$ cat config.mk
export PLATFORM = sky130hd
export DESIGN_NAME = mac_unit
export DESIGN_NICKNAME = d
export VERILOG_FILES = /design/src/rtl/mac_pkg.sv /design/src/rtl/mac_mult.sv /design/src/rtl/mac_unit.sv
export SDC_FILE = /design/constraint.sdc
export NUM_CORES = 1
export LEC_CHECK = 0
export BUFFER_PORTS_ARGS = -buffer_cell sky130_fd_sc_hd__clkbuf_2
export CORE_MARGIN = 10
export CORE_UTILIZATION = 60
export DETAILED_ROUTE_END_ITERATION = 8
export PLACE_DENSITY_LB_ADDON = 0.15
export SYNTH_ARGS = -nofsm -noshare
export SYNTH_HDL_FRONTEND = slang
export SYNTH_SLANG_ARGS = --single-unit
$ cat constraint.sdc
create_clock -name clk -period 16.05 [get_ports clk]
set_clock_uncertainty 0.05 [all_clocks]
set_input_delay 2.4075 -clock clk [delete_from_list [all_inputs] [get_ports clk]]
set_output_delay 2.4075 -clock clk [all_outputs]
set_load 0.05 [all_outputs]
$ cat src/rtl/mac_pkg.sv
// Shared constants and helpers for the systolic-array MAC cell.
package mac_pkg;

    localparam int unsigned MAC_N         = 8;
    localparam int unsigned MAC_SUM_WIDTH = 20;

    // Clamp limits for the default partial-sum width.
    localparam longint MAC_SAT_MAX = (longint'(1) <<< (MAC_SUM_WIDTH - 1)) - 1;
    localparam longint MAC_SAT_MIN = -(longint'(1) <<< (MAC_SUM_WIDTH - 1));

    // Sign-extends the low prod_width bits of prod across all 64 bits.
    function automatic logic [63:0] sign_extend_product(input logic [63:0]  prod,
                                                        input int unsigned  prod_width);
        logic signed [63:0] tmp;
        tmp = signed'(prod << (64 - prod_width));
        return tmp >>> (64 - prod_width);
    endfunction

endpackage

$ cat src/rtl/mac_mult.sv
// Combinational n x n signed multiplier with a full-precision 2n-bit product.
module mac_mult #(
    parameter int unsigned n = 8
) (
    input  logic signed [n-1:0]   a,
    input  logic signed [n-1:0]   b,
    output logic signed [2*n-1:0] p
);

    always_comb begin
        p = (2*n)'(a) * (2*n)'(b);
    end

endmodule

$ cat src/rtl/mac_unit.sv
// Signed multiply-accumulate cell: mac_out <= acc_in + xin*win, xout <= xin, one-cycle latency.
// Define MAC_UNIT_SAT_EN to clamp the sum instead of wrapping modulo 2^SUM_WIDTH.
module mac_unit
    import mac_pkg::*;
#(
    parameter int unsigned n         = MAC_N,
    parameter int unsigned SUM_WIDTH = 2 * n + 4
) (
    input  logic                        clk,
    input  logic                        rst,
    input  logic signed [n-1:0]         xin,
    input  logic signed [n-1:0]         win,
    input  logic signed [SUM_WIDTH-1:0] acc_in,
    output logic signed [SUM_WIDTH-1:0] mac_out,
    output logic signed [n-1:0]         xout
);

    if (n < 2 || n > 16) begin : gen_bad_n
        $error("mac_unit: n must be in 2..16");
    end
    if (SUM_WIDTH < 2 * n + 1 || SUM_WIDTH > 63) begin : gen_bad_sum_width
        $error("mac_unit: SUM_WIDTH must be in 2*n+1..63");
    end

    logic signed [2*n-1:0]       prod;
    logic        [63:0]          prod_ext64;
    logic signed [SUM_WIDTH-1:0] prod_ext;
    logic signed [SUM_WIDTH-1:0] sum;
    logic                        unused_prod_ext_hi;

    logic signed [SUM_WIDTH-1:0] mac_q, mac_d;
    logic signed [n-1:0]         x_q;

    mac_mult #(
        .n (n)
    ) u_mult (
        .a (xin),
        .b (win),
        .p (prod)
    );

    always_comb begin
        prod_ext64 = sign_extend_product(64'(prod), 2 * n);
        prod_ext   = signed'(prod_ext64[SUM_WIDTH-1:0]);
    end

    assign unused_prod_ext_hi = ^prod_ext64[63:SUM_WIDTH];

`ifdef MAC_UNIT_SAT_EN
    localparam logic signed [SUM_WIDTH-1:0] SAT_MAX = {1'b0, {(SUM_WIDTH-1){1'b1}}};
    localparam logic signed [SUM_WIDTH-1:0] SAT_MIN = {1'b1, {(SUM_WIDTH-1){1'b0}}};

    logic signed [SUM_WIDTH:0] sum_wide;

    always_comb begin
        sum_wide = (SUM_WIDTH+1)'(acc_in) + (SUM_WIDTH+1)'(prod_ext);
        // Top two bits disagree only when the true sum left the SUM_WIDTH range.
        if (sum_wide[SUM_WIDTH] != sum_wide[SUM_WIDTH-1]) begin
            sum = sum_wide[SUM_WIDTH] ? SAT_MIN : SAT_MAX;
        end else begin
            sum = sum_wide[SUM_WIDTH-1:0];
        end
    end
`else
    always_comb begin
        sum = acc_in + prod_ext;
    end
`endif

    always_comb begin
        mac_d = sum;
    end

    always_ff @(posedge clk) begin
        if (rst) begin
            mac_q <= '0;
            x_q   <= '0;
        end else begin
            mac_q <= mac_d;
            x_q   <= xin;
        end
    end

    assign mac_out = mac_q;
    assign xout    = x_q;

endmodule

==> impl_metrics.ini <==
[yosys]
syn_inst = 438
synth_area_per_cell_um2 = 9.89
synthTopCellsByArea = fa_1 (41%), ha_1 (13%), dfxtp_1 (13%)
synth.largest_area_cell = fa_1
yosysSeqAreaShare = 0.129
synth_warnings = 0
synth_area_mm2 = 0.00433
yosys_register_bits = 28
synth_nets = 610
netlist.area_leader.share = 0.407
synth.distinct_cells = 41

[global_route]
antenna_found_initial = 0
grt_start_max_net_pins = 30
gr-total-overflow = 0
track_usage = 0.167
grt_first_pass_wirelength_um = 15600
grt_pass1_vias = 3305

[cts]
cts.repair.resized = 0
htreeDepth = 1
cts-root-buf = clkbuf_8
cts_setup_buffers = 0
cts_buffers = 3
tritoncts = done
cts-hold-fix-buffers = 0
clk_pin_slew_ns = 0.11
cts.sinks = 28
clockBufferDepth = 2

[power]
combPwrFrac = 0.847
peakVddDrop_mv = 0.224
p_leak_uw = 0.00257
swShare = 0.522
power_switching_uw = 535
p_int_uw = 490
power_frac_seq = 0.097
clockPowerShare = 0.056
p_per_area_mw_per_mm2 = 213

[drt]
num_vias = 3013
viasPerCell = 5.05
first_pass_iters = 4
ant_nets = 0
drt_iter0_markers = 69
drc = 0
wire_per_inst_um = 14.8
wl_um = 8820

[place]
gp_congestion = 0.875
dp_cells = 593
dp_hpwl_um = 7700
postPlaceCellArea_mm2 = 0.00475
io_buffers = 65
place_ws_ns = 8.16

[floorplan]
initial_core_util = 0.627
die_area_mm2 = 0.0110
io_pins = 66
die_y_um = 105
placementRows = 30
chipWidth_um = 105
placeableCoreArea_mm2 = 0.00691

[sta]
timing_hold_violations_final = 0
period_share = 0.470
setup-tns-final_ns = 0
finalSetupViolCount = 0
rsz0062_at_grt = no
period_needed_ns = 7.54
worst_slew_pin_slew_ns = 0.899
layout_setup_ws_ns = 8.51
report.final.slew_viol_count = 0
slew_headroom = 0.401
timing.fmax_mhz = 133

[final_layout]
final_cell_mix = inv_1 (99), fa_1 (88), clkbuf_2 (65)
finalInstanceArea_mm2 = 0.00482
layout_commonest_cell = inv_1
antenna_cells = 0
syn2layout_area_growth_pct = 11.2
final_nets = 674
final_cells = 597
drive_gt1_frac = 0.154
fillerInstances = 584

[run_status]
status = complete, no violations

[min_path]
min_path_type = primary input to flop
min_to = xout[7]
hp-start = xin[7]
min_path_cells = 2

[critical_path]
crit_chain = clkbuf_2, and2_1, inv_1, fa_1, inv_1, fa_1, fa_1, fa_1, fa_1, ha_1, o21a_1, a2111oi_4, o22ai_2, o21a_1, nor3_1, nor3b_2
path_common_cell = fa_1
start_kind = primary input
required_ns = 16.15
critical_path.top_delay_family = adder cells
worstSetupPathType = primary input to flop
arrival_ns = 7.65
crit_buf_inv = 3
slowest_delay_ns = 0.75
worstSetupEndpointType = flop
startpoint = win[0]
cp_slowest_cell = and2_1
cp_max_fo = 13

[run]
maxCapViolCount = 0
[metrics by stage]
step | total power, uW | hold slack [ns] | util
2_1_floorplan | 784 | 2.49 | -
3_3_place_gp | 950 | 2.69 | 0.687
3_5_place_dp | 968 | 2.71 | 0.687
4_1_cts | 1030 | 2.40 | 0.698
5_1_grt | 1140 | 2.41 | 0.698
6_report | 1020 | 2.41 | 0.698
[kinds of logic (layout without fill, tap and decap cells)]
| group | after synthesis | count (layout) | synth area share |
|---|---|---|---|
| AO/OA/AOI/OAI | 38 | 38 | 0.0638 |
| multiplexers | 1 | 1 | 0.00260 |
| adder cells (fa/ha/maj) | 134 | 134 | 0.540 |
| flip-flops | 28 | 28 | 0.129 |
| AND/OR/NAND/NOR | 117 | 117 | 0.143 |
| XOR/XNOR | 14 | 14 | 0.0283 |
| buffers and inverters | 106 | 169 | 0.0936 |
[per-layer routing]
layer | up-vias | global-route usage | part of all wire
met5 | - | 0 | 0
met4 | 0 | 0.0147 | 0.0016
met3 | 2 | 0.0338 | 0.040
met2 | 60 | 0.285 | 0.49
met1 | 1497 | 0.221 | 0.46
li1 | 1454 | - | -
[cells in the mapped netlist]
| cell type | n |
|---|---|
| a31oi_1 | 2 |
| o211ai_1 | 3 |
| xor2_1 | 4 |
| mux2_2 | 1 |
| a21o_1 | 2 |
| o21ai_1 | 1 |
| nand3_1 | 3 |
| o31a_1 | 1 |
| nand2b_1 | 1 |
| o21bai_1 | 2 |
| a211oi_1 | 2 |
| fa_1 | 88 |
| and3_1 | 2 |
| a21o_2 | 2 |
| a2111oi_4 | 1 |
| or4_1 | 1 |
| o22ai_2 | 1 |
| a21boi_0 | 1 |
| and3_2 | 1 |
| xnor2_1 | 10 |
| nor3_1 | 5 |
| nor2b_1 | 18 |
| or2_2 | 1 |
| nand4_1 | 1 |
| nor3b_1 | 2 |
| nand2_1 | 28 |
| buf_6 | 1 |
| dfxtp_1 | 28 |
| o21ai_0 | 1 |
| o21a_1 | 5 |
| a21oi_1 | 12 |
| a211o_1 | 1 |
| inv_1 | 99 |
| o22ai_1 | 1 |
| ha_1 | 46 |
| clkinv_1 | 1 |
| nor2_1 | 19 |
| nor3b_2 | 1 |
| nand4b_1 | 1 |
| and2_1 | 33 |
| clkbuf_1 | 5 |
[how the worst max path moves through the flow]
| stage | to | slack, ns | depth (start not counted) |
|---|---|---|---|
| finish | mac_out[16] | 8.51 | 16 |
| global route | mac_out[18] | 8.17 | 16 |
| CTS | mac_out[16] | 8.44 | 16 |
| detailed placement | mac_out[16] | 8.16 | 16 |
| global placement | mac_out[16] | 8.24 | 16 |
| floorplan | mac_out[16] | 8.78 | 15 |
[power by group through the flow]
stage / Clock, uW / Combinational [uW] / Sequential (uW)
global placement: 0 / 848 / 101
global route: 61.8 / 977 / 102
CTS: 59.2 / 874 / 99.7
detailed placement: 0 / 867 / 101
floorplan: 0 / 616 / 168
finish: 57.5 / 868 / 99.8
[state kept, by name, summed over array words and instances (netlist names)]
signal / flops
mac_out: 20
xout: 8
[layout make-up]
cell class | instances | area, um^2 | share of cell area
clock buffer | 3 | 41.3 | 0.00857
multi-input combinational | 304 | 3370 | 0.699
clock inverter | 1 | 30.0 | 0.00623
tap | 96 | 120 | 0.0249
sequential | 28 | 561 | 0.116
inverter | 100 | 375 | 0.0779
timing repair buffer | 65 | 325 | 0.0675
Power figures use the tool's default switching activity.
